File: src/rtl/gcd_pkg.sv
// Shared types and constants for the GCD unit.
// State encoding, algorithm selectors and a width helper.
package gcd_pkg;

   typedef enum logic {
      ST_IDLE = 1'b0,
      ST_CALC = 1'b1
   } state_t;

   localparam int GCD_SUB = 0;
   localparam int GCD_BIN = 1;

   // Ceiling log2, used to size the shared power-of-two counter k
   function automatic int clog2(input int v);
      int r;
      r = 0;
      for (int i = 0; i < 31; i++) begin
         if ((1 << i) < v) r = i + 1;
      end
      return r;
   endfunction

endpackage

File: src/rtl/gcd_step.sv
// One reduction step of the GCD iteration.
// Purely combinational; MODE picks subtractive or binary.
module gcd_step
   import gcd_pkg::*;
#(
   parameter int WIDTH = 8,
   parameter int MODE  = GCD_SUB,
   parameter int KW    = clog2(WIDTH + 1)
) (
   input  logic [WIDTH-1:0] x_i,
   input  logic [WIDTH-1:0] y_i,
   input  logic [KW-1:0]    k_i,
   output logic [WIDTH-1:0] x_o,
   output logic [WIDTH-1:0] y_o,
   output logic [KW-1:0]    k_o,
   output logic             finish_o,
   output logic [WIDTH-1:0] res_o,
   output logic             err_o
);

   logic xz, yz, xev, yev, bin;

   assign xz  = (x_i == '0);
   assign yz  = (y_i == '0);
   assign xev = ~x_i[0];
   assign yev = ~y_i[0];
   assign bin = (MODE == GCD_BIN);

   // First matching rule wins: finish checks, then binary halving, then subtract
   always_comb begin
      x_o      = x_i;
      y_o      = y_i;
      k_o      = k_i;
      finish_o = 1'b0;
      res_o    = '0;
      err_o    = 1'b0;
      if (xz || yz) begin
         finish_o = 1'b1;
         res_o    = (x_i | y_i) << k_i;
         err_o    = xz && yz;
      end else if (x_i == y_i) begin
         finish_o = 1'b1;
         res_o    = x_i << k_i;
      end else if (bin && xev && yev) begin
         x_o = x_i >> 1;
         y_o = y_i >> 1;
         k_o = k_i + KW'(1);
      end else if (bin && xev) begin
         x_o = x_i >> 1;
      end else if (bin && yev) begin
         y_o = y_i >> 1;
      end else if (x_i > y_i) begin
         x_o = x_i - y_i;
      end else begin
         y_o = y_i - x_i;
      end
   end

endmodule

File: src/rtl/gcd_unit.sv
// Self-sequencing GCD engine with start/done handshake.
// Registers, FSM and outputs; the step logic is in gcd_step.
module gcd_unit
   import gcd_pkg::*;
#(
   parameter int WIDTH = 8,
   parameter int MODE  = GCD_SUB
) (
   input  logic             clk,
   input  logic             rst_n,
   input  logic             start,
   input  logic [WIDTH-1:0] xin,
   input  logic [WIDTH-1:0] yin,
   output logic             busy,
   output logic             done,
   output logic [WIDTH-1:0] gcd_out,
   output logic             err
);

   localparam int KW = clog2(WIDTH + 1);

   state_t           state_q;
   logic [WIDTH-1:0] x_q, y_q;
   logic [KW-1:0]    k_q;
   logic             busy_q, done_q, err_q;
   logic [WIDTH-1:0] gcd_q;

   logic [WIDTH-1:0] x_d, y_d, res_d;
   logic [KW-1:0]    k_d;
   logic             fin_d, err_d;

   gcd_step #(
      .WIDTH (WIDTH),
      .MODE  (MODE),
      .KW    (KW)
   ) u_step (
      .x_i      (x_q),
      .y_i      (y_q),
      .k_i      (k_q),
      .x_o      (x_d),
      .y_o      (y_d),
      .k_o      (k_d),
      .finish_o (fin_d),
      .res_o    (res_d),
      .err_o    (err_d)
   );

   // FSM: load operands on start, iterate, publish result with a done pulse
   always_ff @(posedge clk or negedge rst_n) begin
      if (!rst_n) begin
         state_q <= ST_IDLE;
         x_q     <= '0;
         y_q     <= '0;
         k_q     <= '0;
         busy_q  <= 1'b0;
         done_q  <= 1'b0;
         gcd_q   <= '0;
         err_q   <= 1'b0;
      end else begin
         done_q <= 1'b0;
         case (state_q)
            ST_IDLE: begin
               if (start) begin
                  x_q     <= xin;
                  y_q     <= yin;
                  k_q     <= '0;
                  err_q   <= 1'b0;
                  busy_q  <= 1'b1;
                  state_q <= ST_CALC;
               end
            end
            ST_CALC: begin
               if (fin_d) begin
                  gcd_q   <= res_d;
                  err_q   <= err_d;
                  done_q  <= 1'b1;
                  busy_q  <= 1'b0;
                  state_q <= ST_IDLE;
               end else begin
                  x_q <= x_d;
                  y_q <= y_d;
                  k_q <= k_d;
               end
            end
            default: state_q <= ST_IDLE;
         endcase
      end
   end

   assign busy    = busy_q;
   assign done    = done_q;
   assign gcd_out = gcd_q;
   assign err     = err_q;

endmodule

File: config.mk
export PLATFORM = sky130hd
export DESIGN_NAME = gcd_unit
export DESIGN_NICKNAME = d
export VERILOG_FILES = /design/src/rtl/gcd_pkg.sv /design/src/rtl/gcd_step.sv /design/src/rtl/gcd_unit.sv
export SDC_FILE = /design/constraint.sdc
export NUM_CORES = 1
export LEC_CHECK = 0
export ABC_AREA = 1
export BUFFER_PORTS_ARGS = -buffer_cell sky130_fd_sc_hd__buf_2
export CAP_MARGIN = 20
export CORE_ASPECT_RATIO = 0.8
export CORE_MARGIN = 5
export CORE_UTILIZATION = 45
export CTS_BUF_LIST = sky130_fd_sc_hd__clkbuf_2
export DETAILED_ROUTE_END_ITERATION = 10
export PLACE_DENSITY = 0.68
export SYNTH_ARGS = -nofsm -noshare
export SYNTH_HDL_FRONTEND = slang
export SYNTH_SLANG_ARGS = --single-unit
export TNS_END_PERCENT = 1
File: constraint.sdc
create_clock -name clk -period 5.55 [get_ports clk]
set_input_delay 0 -clock clk [delete_from_list [all_inputs] [get_ports clk]]
set_output_delay 0 -clock clk [all_outputs]
set_load 0.1 [all_outputs]
== Word-level counts from Yosys, hierarchy flattened ==
Index checks and enable logic that the tools add are counted.

* Input port bits: 19
* Register bits: 32
* Output and inout port bits: 11

* Equality and inequality tests: 8
* $lt $le $gt $ge: 1
* Shift-type cells: 2
* Bitwise gates (word level): 2
* Multiplexer cells: 30
* Reductions and logical operators: 9
* Add/subtract/negate cells: 2

{| class="wikitable"
|+ Operators by type and width
! cell !! count
|-
| 8-bit two-way mux || 12
|-
| 8-bit one-hot mux with 2 select lines || 2
|-
| 8-bit zero test || 2
|-
| 8-bit by 4-bit left shift with 8-bit output || 2
|-
| 8-bit subtractor || 2
|-
| 1-bit two-way mux || 11
|-
| 2-bit inequality test, second input constant || 5
|-
| 5-bit AND reduction || 2
|-
| 8-bit == test || 1
|-
| 8-bit > comparator || 1
|-
| 4-bit two-way mux || 2
|-
| 8-bit bitwise OR || 1
|-
| 1-bit one-hot mux with 2 select lines || 3
|-
| 2-bit AND reduction || 3
|-
| 2-bit by 1-bit inequality test with 1-bit output, second input constant || 2
|-
| 1-bit logical AND || 1
|-
| 1-bit logical OR || 1
|-
| 1-bit NOT || 1
|}

== Logic depth before layout (Yosys ltp) ==
Gate-level depths: netlist of run 1.

* Word-level depth: 6
* Depth in mapped cells: 12

== By module ==
Synthesis of run 1 repeated with hierarchy kept, for this count alone.

* Cell total of the unflattened synthesis: 530
* Area total of the unflattened synthesis: 3326.9 um^2

{| class="wikitable"
|+ By module, submodules not included
! module !! area each (um^2) !! instances !! cells each
|-
| gcd_step || 1860.5 || 1 || 344
|-
| gcd_unit || 1466.4 || 1 || 186
|}

== Worst setup path before layout of run 1 ==
No wires, ideal clock.

* Path kind: reg-to-reg
* From: reg x_q[0]
* To: reg x_q[7]
* Buffers on the path: 0
* Stages on the path, launching flop included: 12
* Slack: 3.744 ns
* Setup time: 0.117 ns
* Arrival time: 1.690 ns
* Period minus slack after synthesis: 1.806 ns
* Path through: dfrtp_1 > inv_1 > ha_1 > fa_1 > o21ai_1 > nand2_1 > nand2_1 > inv_2 > nand2_1 > nand2_4 > nand2_1 > nand2_1

* Cells in the longest elaborated chain, start to end: 6
* Elaborated cells on any way between the ends: 17
* Those cells by class: add/sub (1); order compare (1); eq/ne (5); mux (7); reduce/logical (3)

{| class="wikitable"
|+ RTL lines
! what !! line !! text
|-
| start: declaration || gcd_unit.sv:23 || <nowiki>logic [WIDTH-1:0] x_q, y_q;</nowiki>
|-
| start signal: assignment || gcd_unit.sv:64 || <nowiki>x_q <= xin;</nowiki>
|-
| 8-bit subtractor || gcd_step.sv:53 || <nowiki>x_o = x_i - y_i;</nowiki>
|-
| 8-bit two-way mux || gcd_step.sv:52 || <nowiki>end else if (x_i > y_i) begin</nowiki>
|-
| 8-bit two-way mux || gcd_step.sv:41 || <nowiki>end else if (x_i == y_i) begin</nowiki>
|-
| 8-bit two-way mux || gcd_step.sv:37 || <nowiki>if (xz || yz) begin</nowiki>
|-
| 8-bit two-way mux || gcd_unit.sv:73 || <nowiki>if (fin_d) begin</nowiki>
|-
| 8-bit one-hot mux with 2 select lines || gcd_unit.sv:61 || <nowiki>case (state_q)</nowiki>
|}

Several ways; a longest one is shown, not always the timed one. The select of a mux whose other input is x is not followed.
A chain may end at the register's enable or synchronous reset.

== Final worst setup path of run 1 ==
* From: reg x_q[0]
* To: reg y_q[4]

* Cells in the longest elaborated chain, start to end: 6
* Elaborated cells on any way between the ends: 17
* Those cells by class: add/sub (1); order compare (1); eq/ne (5); mux (7); reduce/logical (3)

{| class="wikitable"
|+ RTL lines
! what !! line !! text
|-
| 8-bit subtractor || gcd_step.sv:55 || <nowiki>y_o = y_i - x_i;</nowiki>
|-
| 8-bit two-way mux || gcd_step.sv:52 ||
|-
| 8-bit two-way mux || gcd_step.sv:41 ||
|-
| 8-bit two-way mux || gcd_step.sv:37 ||
|-
| 8-bit two-way mux || gcd_unit.sv:73 ||
|-
| 8-bit one-hot mux with 2 select lines || gcd_unit.sv:61 ||
|-
| end signal: assignment || gcd_unit.sv:65 || <nowiki>y_q <= yin;</nowiki>
|-
| end signal: assignment || gcd_unit.sv:81 || <nowiki>y_q <= y_d;</nowiki>
|-
| end: declaration || gcd_unit.sv:23 ||
|}

Several ways; a longest one is shown, not always the timed one. The select of a mux whose other input is x is not followed.

==> out/summary.md, run 1 <==
The flow ran to the end, and the final reports show no timing, DRC or antenna violations. The violation count after the first detailed-routing iteration was 157. In the final routed layout, each cell accounts on average for 13.4 um. TritonCTS built the clock tree. Counting flops and latches in the post-synthesis netlist gives 28. The routed design has 5910 um of wire.

The number of antenna violations at the first check in global routing was 0. The worst hold path belongs to the class input port to async pin. The final max-slew violation count came out at 0.

The via density per instance works out to 4.96. The worst setup path is launched from a flop. The synthesized netlist occupies a cell area of 2250 um2. Average footprint of a synthesized cell: 6.77 um2. Clock latency on the worst-skew pair, taken at its later pin, is 0.38 ns.

Cells with a size suffix above 1 make up 14.2% of the layout. The tree is rooted in a sky130_fd_sc_hd__clkbuf_2. The count of buffers inserted at the top-level ports is 29. The number of different library cells used by synthesis comes to 27. The critical path's largest stage delay is 0.46 ns, and the area used by sequential logic in the layout is 701 um2. The first global-routing pass estimated 9850 um of wire. The tools report the number of maximum-capacitance violations as 0. The total track usage came out at 19.4%. After clock tree synthesis, the clock-pin slew on the worst setup and hold paths is 0.28 ns.

The fill cell total of the finished layout is 504, and the top fanout value on the critical path is 8. Dividing the final minimum period by the clock period gives 39.2%. The number of buffers on the longest clock path came out at 2. The signal on the critical path passes through inv_1 > ha_1 > fa_1 > o21ai_1 > nand2_1 > nand2_1 > inv_2 > nand2_1 > nand2_2 > nand2_1 > nand2_1.

The number of top-level pins is 30. The largest individual stage delay along the critical path comes from the cell sky130_fd_sc_hd__dfrtp_1. The net count after synthesis is 377, and the layout net count is 424.

The worst pin sits at a relative slew slack of 54.2%. For the clock tree skew after final layout, the log shows 0.0128 ns. The kind of cell adding the most delay to the critical path was adder cells. The endpoint of the worst register-to-register path was y_q[4]. The die outline width is 89.1 um, and the via count of the first global-routing pass is 2096. The number of buffer and inverter stages on the critical path is 2, and the synthesized instance count is 333. Counting every sink on the clock net gives 28.

In this run the core area contains 23 standard-cell rows. The worst path needs 2.18 ns of the cycle, external delays included. Total congestion overflow: 0.

The slew at the pin closest to its max-slew limit was 0.687 ns; the count of unresolved DRC violations after routing was 0. The total number of H-tree levels is 1, and the remaining number of nets flagged by the antenna check after routing is 0. Clock tree synthesis inserted a total of 3 buffers. The core footprint was 4920 um2. The start of the worst register-to-register path was x_q[0]. At the worst endpoint, the required time is 5.86 ns. Setup violations remaining at the end of the flow were counted as 0.

The depth of the worst register-to-register path works out to 11. The critical path is of the flop to flop type. STA puts the critical path data arrival time at 2.49 ns.

The y dimension of the die works out to 73.3 um. Relative to the synthesized area, the layout overhead comes to 18.8%. The multi-input logic area is 1380 um2. Element type at the critical path end: a flop.

Routed via count: 2189. The initial utilization of the core area, before any placement, comes to 45.8%. The warning count from the yosys run is 0. Summing the sequential cell areas from Yosys gives 31.1% of the chip area. Summed over all nets, the half-perimeter wirelength after detailed placement is 4580 um. The die covers 6530 um2. Routability-driven placement finished with a final weighted congestion of 0.949.

The setup slack on the worst flop-to-flop path was 3.37 ns; the number of hold violations in the final report was 0. Setup repair after global routing left no endpoint under its margin. The cell that appears most often on the critical path is sky130_fd_sc_hd__nand2_1. The run gives 0 as the antenna diode count.

The maximum clock frequency is 459 MHz, and the iteration count of the initial detailed-routing pass is 5. Setup total negative slack on the finished layout was measured at 0 ns. Entering global routing, the biggest net connects 29 pins.
==> synth_stat cells <==
library cell | n | area share (%)
sky130_fd_sc_hd__a21oi_1 | 7 | 1.6
sky130_fd_sc_hd__a21oi_2 | 1 | 0.39
sky130_fd_sc_hd__and2_1 | 1 | 0.28
sky130_fd_sc_hd__buf_2 | 1 | 0.22
sky130_fd_sc_hd__buf_4 | 1 | 0.33
sky130_fd_sc_hd__clkbuf_1 | 3 | 0.50
sky130_fd_sc_hd__dfrtp_1 | 28 | 31
sky130_fd_sc_hd__fa_1 | 2 | 1.8
sky130_fd_sc_hd__ha_1 | 23 | 13
sky130_fd_sc_hd__inv_1 | 31 | 5.2
sky130_fd_sc_hd__inv_2 | 8 | 1.3
sky130_fd_sc_hd__nand2_1 | 149 | 25
sky130_fd_sc_hd__nand2_2 | 4 | 1.1
sky130_fd_sc_hd__nand2_4 | 3 | 1.5
sky130_fd_sc_hd__nand3_1 | 22 | 4.9
sky130_fd_sc_hd__nand3_4 | 1 | 0.78
sky130_fd_sc_hd__nand3b_1 | 2 | 0.67
sky130_fd_sc_hd__nand4_1 | 3 | 0.83
sky130_fd_sc_hd__nor2_1 | 16 | 2.7
sky130_fd_sc_hd__nor2_2 | 3 | 0.83
sky130_fd_sc_hd__o21ai_0 | 13 | 2.9
sky130_fd_sc_hd__o21ai_1 | 5 | 1.1
sky130_fd_sc_hd__o21ai_4 | 1 | 0.72
sky130_fd_sc_hd__o21bai_1 | 1 | 0.33
sky130_fd_sc_hd__o31ai_1 | 1 | 0.33
sky130_fd_sc_hd__xnor2_1 | 2 | 0.78
sky130_fd_sc_hd__xor2_1 | 1 | 0.39
==> through the flow <==
stage	hold slack, ns	utilization, %	cells	setup WS (ns)	cell area (um2)
after global placement	0.0722	49.9	419	3.46	2450
after detailed placement	0.0733	49.9	419	3.45	2450
final	0.135	54.4	441	3.37	2680
after global routing	0.159	54.4	441	3.16	2680
after floorplan	-0.296	-	333	3.74	2250
after CTS	0.119	54.4	441	3.37	2680
==> layer usage <==
metal	wire, um	GRT usage, %
met3	352	3.48
met5	0	0
met4	41	2.31
met2	2620	30.9
met1	2900	28.4
==> worst max path at each step <==
stage                       from      to  cells after the start
after detailed placement  x_q[0]  y_q[7]                     11
after floorplan           x_q[0]  x_q[7]                     11
after CTS                 x_q[0]  y_q[7]                     11
final                     x_q[0]  y_q[4]                     11
after global placement    x_q[0]  y_q[5]                     11
after global routing      x_q[0]  y_q[7]                     11
==> final cells by class <==
cell class              count  area share (%)
flip-flops and latches     28            26.2
well taps                  62            2.90
clock inverters             1            1.12
inverters                  39            5.46
multi-input cells         261            51.7
repair buffers             47            12.1
clock buffers               3           0.560
==> cells in the final DEF (no fill, tap or decap) <==
master and count:
sky130_fd_sc_hd__nand4_1 3, sky130_fd_sc_hd__a21oi_2 1, sky130_fd_sc_hd__bufinv_16 1, sky130_fd_sc_hd__nand3_1 22, sky130_fd_sc_hd__ha_1 23, sky130_fd_sc_hd__o21ai_0 13, sky130_fd_sc_hd__inv_2 8, sky130_fd_sc_hd__nand2_4 3
sky130_fd_sc_hd__nor2_2 3, sky130_fd_sc_hd__xnor2_1 2, sky130_fd_sc_hd__fa_1 2, sky130_fd_sc_hd__o21bai_1 1, sky130_fd_sc_hd__dlygate4sd3_1 18, sky130_fd_sc_hd__nand3_4 1, sky130_fd_sc_hd__a21oi_1 7, sky130_fd_sc_hd__nor2_1 16
sky130_fd_sc_hd__inv_1 31, sky130_fd_sc_hd__clkbuf_2 3, sky130_fd_sc_hd__nand3b_1 2, sky130_fd_sc_hd__nand2_1 149, sky130_fd_sc_hd__and2_1 1, sky130_fd_sc_hd__nand2_2 4, sky130_fd_sc_hd__xor2_1 1, sky130_fd_sc_hd__buf_2 29
sky130_fd_sc_hd__o21ai_4 1, sky130_fd_sc_hd__o21ai_1 5, sky130_fd_sc_hd__o31ai_1 1, sky130_fd_sc_hd__dfrtp_1 28
==> worst register-to-register path: cells and delay by family, from the launching register on <==
kind                       cells  cell delay (ns)
AOI/OAI and AO/OA              1             0.24
DFF                            1             0.46
adders and majority gates      2             0.67
and+or+nand+nor                6             0.58
buffers and inverters          2             0.17
==> state kept, by name, summed over array words and instances, names as in the netlist <==
register / flops
state_q: 1
x_q: 8
y_q: 8
done: 1
busy: 1
err: 1
gcd_out: 8
==> repair_timing <==
| item | 4_1_cts | 5_1_grt |
|---|---|---|
| gates resized for setup | 0 | 0 |
| setup buffers | 0 | 0 |
| hold buffers | 18 | 0 |
| hold endpoints to repair | 45 | 0 |
==> kinds of logic after synthesis <==
family	synth area share, %
flops	31.1
fa+ha+maj	14.5
compound gates	7.33
xor+xnor	1.17
buf+inv	7.55
simple gates	38.3
Power of run 1 is not shown: default switching activity piles up to over one toggle a cycle in this logic, so the estimate is an artifact.
==> inputs of run 2 (changes only) <==
Settings changed: ABC_AREA 1 to 0, PLACE_DENSITY 0.68 to 0.7.
Clock period 5.55 ns to 1.9 ns, I/O delays scaled along.
==> run 2 against run 1 <==
The flow now finishes with violations (negative setup slack). First-iteration DRC count is 61% lower. Cell count down 7.0%. Critical path depth down 3. Count of clock-buffer cells in the layout is the same. Non-clock buffer count increased by 73. Clock skew up 0.0032 ns. Maximum frequency decreased by 6.2%. Wire length is 7.6% higher. Core utilization increased by 15 points. Global-route usage increased by 0.42 points. Via count down 3.5%. Die area grew 3.3%.
==> out/summary.md, run 2 <==
The run finished, with violations left. The final reports fail on negative setup slack. Proportion of netlist area held by the largest area contributor: 29.9%. The final max-slew violation count was 0; the synthesized instance count was 236. For this run, the slowest stage of the critical path takes 0.49 ns. For the cell area after synthesis, the log shows 2340 um2. Across the routed clock network, the largest skew measured is 0.0160 ns. In the global route stage, overall resource usage came out at 19.9%.

The number of antenna violations at the first check in global routing is 0. Synthesized flop and latch total: 28. Wires add up to 6360 um. Total number of placement rows: 23. The most used flip-flop cell after synthesis is sky130_fd_sc_hd__dfrtp_1.

The count of unresolved DRC violations after routing was 0. Setup repair after global routing could not meet its margin everywhere. Across the run, the number of max-cap violations was 0. The run gives 430 MHz as the maximum clock frequency. The worst setup path is launched from a flop. The leading cell type in the layout, fill and taps excluded was sky130_fd_sc_hd__buf_4.

The share of the Yosys chip area taken by registers is 29.9%. The run gives 280 as the net count after synthesis. The tools report the iteration count of the initial detailed-routing pass as 5. Compared with the post-synthesis result, the final layout area differs by 48.6%. In the layout the commonest cells are sky130_fd_sc_hd__buf_4, sky130_fd_sc_hd__buf_2, sky130_fd_sc_hd__dfrtp_1.

The number of library cell types mapped by synthesis was 43; the slew at the pin closest to its max-slew limit was 0.654 ns. The routed length per placed instance is 15.5 um, and the wire length of the first global-routing pass is 10800 um. The number of buffer and inverter stages on the critical path came out at 1. The half-perimeter wire length after detailed placement came out at 4860 um. The number of buffers on the longest clock path is 2. The share of flip-flops with an asynchronous set or reset after synthesis came out at 100%. Walking the worst path, the cells encountered are ha_4 > fa_2 > o21bai_4 > a21o_1 > a211oi_4 > o32ai_4 > buf_6 > mux2_4. In the final layout, the multi-input gates occupy 1660 um2. Top fanout value on the critical path: 4. Type of the worst setup path: flop to flop. Entering global routing, the biggest net connects 29 pins. The synthesized design contains 0 enable-type register cells. Clock tree synthesis found a total of 28 sinks. The met1 usage is 25.9%, and the share of layout cells above drive strength 1 is 48.9%.

The number of top-level pins came out at 30. The total overflow left after global routing is 0. The antenna diode count is 0, and the die outline width is 90.6 um. Once placement completed, the tool counted placed cells totaling 388.

The routed via count is 2113. The tools report the layout net count as 393. The clock edge transition at the registers on the reported setup and hold paths was 0.30 ns; the worst-case hold slack was 0.0190 ns. The post-layout worst setup margin was -0.423 ns. Global routing consumed, on the met2 layer, 35.4% of the routing resources. In this run the tightest slew margin relative to its limit is 56.4%. Data on the critical path is required at its endpoint by 2.21 ns. After detailed routing, the number of vias per cell comes to 5.15. The tools report the fraction of met3 tracks used by global routing as 3.84%. The warning count from the yosys run is 0. The via count of the first global-routing pass was 2240; the average footprint of a synthesized cell was 9.92 um2. Ranked by total cell area, the synthesized netlist is headed by sky130_fd_sc_hd__dfrtp_1, sky130_fd_sc_hd__ha_1, sky130_fd_sc_hd__mux2_4, sky130_fd_sc_hd__inv_1, sky130_fd_sc_hd__a21oi_1. sky130_fd_sc_hd__dfrtp_1 is the most common cell in the netlist. The count of buffers inserted at the top-level ports is 29. The run gives 0.39 ns as the latest clock arrival within the worst-skew pair. The global routing stage identified its most utilized layer as met2. The post-route clock period utilization is 122%. Element type at the critical path end: a flop.

TritonCTS built the clock tree. The shortest period the worst path allows is 2.32 ns. Data on the critical path arrives at its endpoint at 2.63 ns. Summing all flip-flop and latch instances after layout gives 701 um2.

The initial utilization of the core area, before any placement, comes to 46.5%. The logs give 62 for the violation count after the first detailed-routing iteration and 23 for the number of failing setup endpoints in the final timing report. CTS placed an instance of sky130_fd_sc_hd__clkbuf_2 at the clock tree root. The kind of cell adding the most delay to the critical path is compound AO/OA/AOI/OAI gates. At the end of routability-driven placement, the weighted congestion stood at 0.903. The commonest cells after synthesis are sky130_fd_sc_hd__dfrtp_1, sky130_fd_sc_hd__inv_1, sky130_fd_sc_hd__ha_1, sky130_fd_sc_hd__a21oi_1, sky130_fd_sc_hd__nor2_1. The total number of H-tree levels came out at 1. The floorplan step defined a die boundary enclosing 6750 um2. The highest-delay cell along the critical path was sky130_fd_sc_hd__dfrtp_1. The count of cells in the finished layout, fillers not included, comes to 410. Once detail routing completed, the nets flagged for antenna violations numbered 0. The tools report the number of hold violations in the final report as 0. For the number of CTS-inserted buffers, the log shows 3. The fill cell total of the finished layout came out at 371. The largest total area in the synthesized netlist belongs to sky130_fd_sc_hd__dfrtp_1.

The type of the most critical hold path was input port to flop. At the end of the flow the core is filled with cells to 69.1%. The die is 74.5 um tall.

The total area inside the core boundary comes to 5040 um2.
-- run 2: final timing paths --
check                      startpoint         end  slack [ns]  cells after the start
setup / recovery               y_q[0]      x_q[7]       -0.42                      8
hold / removal                 yin[7]      y_q[7]        0.02                      4
max in group asynchronous       rst_n      y_q[4]        1.35                      2
min in group asynchronous       rst_n      y_q[0]        0.11                      2
setup reg to reg               y_q[0]      x_q[7]       -0.42                      8
hold reg to reg            gcd_out[4]  gcd_out[4]        0.52                      2
-- run 2: worst reg2reg max path, delay by kind of cell (launching register included) --
kind | cells | cell delay [ns]
AOI/OAI and AO/OA | 4 | 0.69
adders and majority gates | 2 | 0.60
DFF | 1 | 0.49
muxes | 1 | 0.30
buffers and inverters | 1 | 0.17
-- run 2: area by class of cell --
class | instances | area share (%)
multi-input cells | 169 | 47.8
repair buffers | 120 | 25.6
flip-flops and latches | 28 | 20.1
inverters | 27 | 2.91
well taps | 62 | 2.23
clock inverters | 1 | 0.863
clock buffers | 3 | 0.432
-- run 2: kinds of logic (layout without fill, tap and decap cells) --
| group | count (synthesis) | count (layout) | share of synthesized area [%] |
|---|---|---|---|
| compound gates | 53 | 53 | 17.4 |
| flops | 28 | 28 | 29.9 |
| fa+ha+maj | 25 | 25 | 14.0 |
| mux | 24 | 24 | 13.0 |
| buf+inv | 39 | 151 | 6.95 |
| simple gates | 57 | 57 | 14.9 |
| xor+xnor | 10 | 10 | 3.74 |
-- run 2: repair_timing --
action                                 4_1_cts  5_1_grt
buffers inserted                             3        2
setup endpoints to repair                   25       25
hold buffers                                13        0
gates resized for setup                     21       17
pin swaps                                   11        3
cloned                                       0        0
endpoints found under the hold margin       42        0
-- run 2: per-stage QoR --
stage | instance area (um2) | setup slack [ns] | TNS [ns]
6_report | 3480 | -0.423 | -6.94
5_1_grt | 3480 | -0.505 | -9.02
4_1_cts | 3380 | -0.430 | -7.15
3_5_place_dp | 3080 | -0.498 | -8.21
3_3_place_gp | 3080 | -0.573 | -7.53
2_1_floorplan | 2360 | -0.480 | -7.15
-- run 2: routing by layer --
| layer | up-vias | wire (um) |
|---|---|---|
| met3 | 6 | 255 |
| li1 | 1043 | - |
| met1 | 1023 | 3010 |
| met5 | - | 0 |
| met4 | 0 | 60 |
| met2 | 41 | 3040 |
Power of run 2 is left out for the same reason.
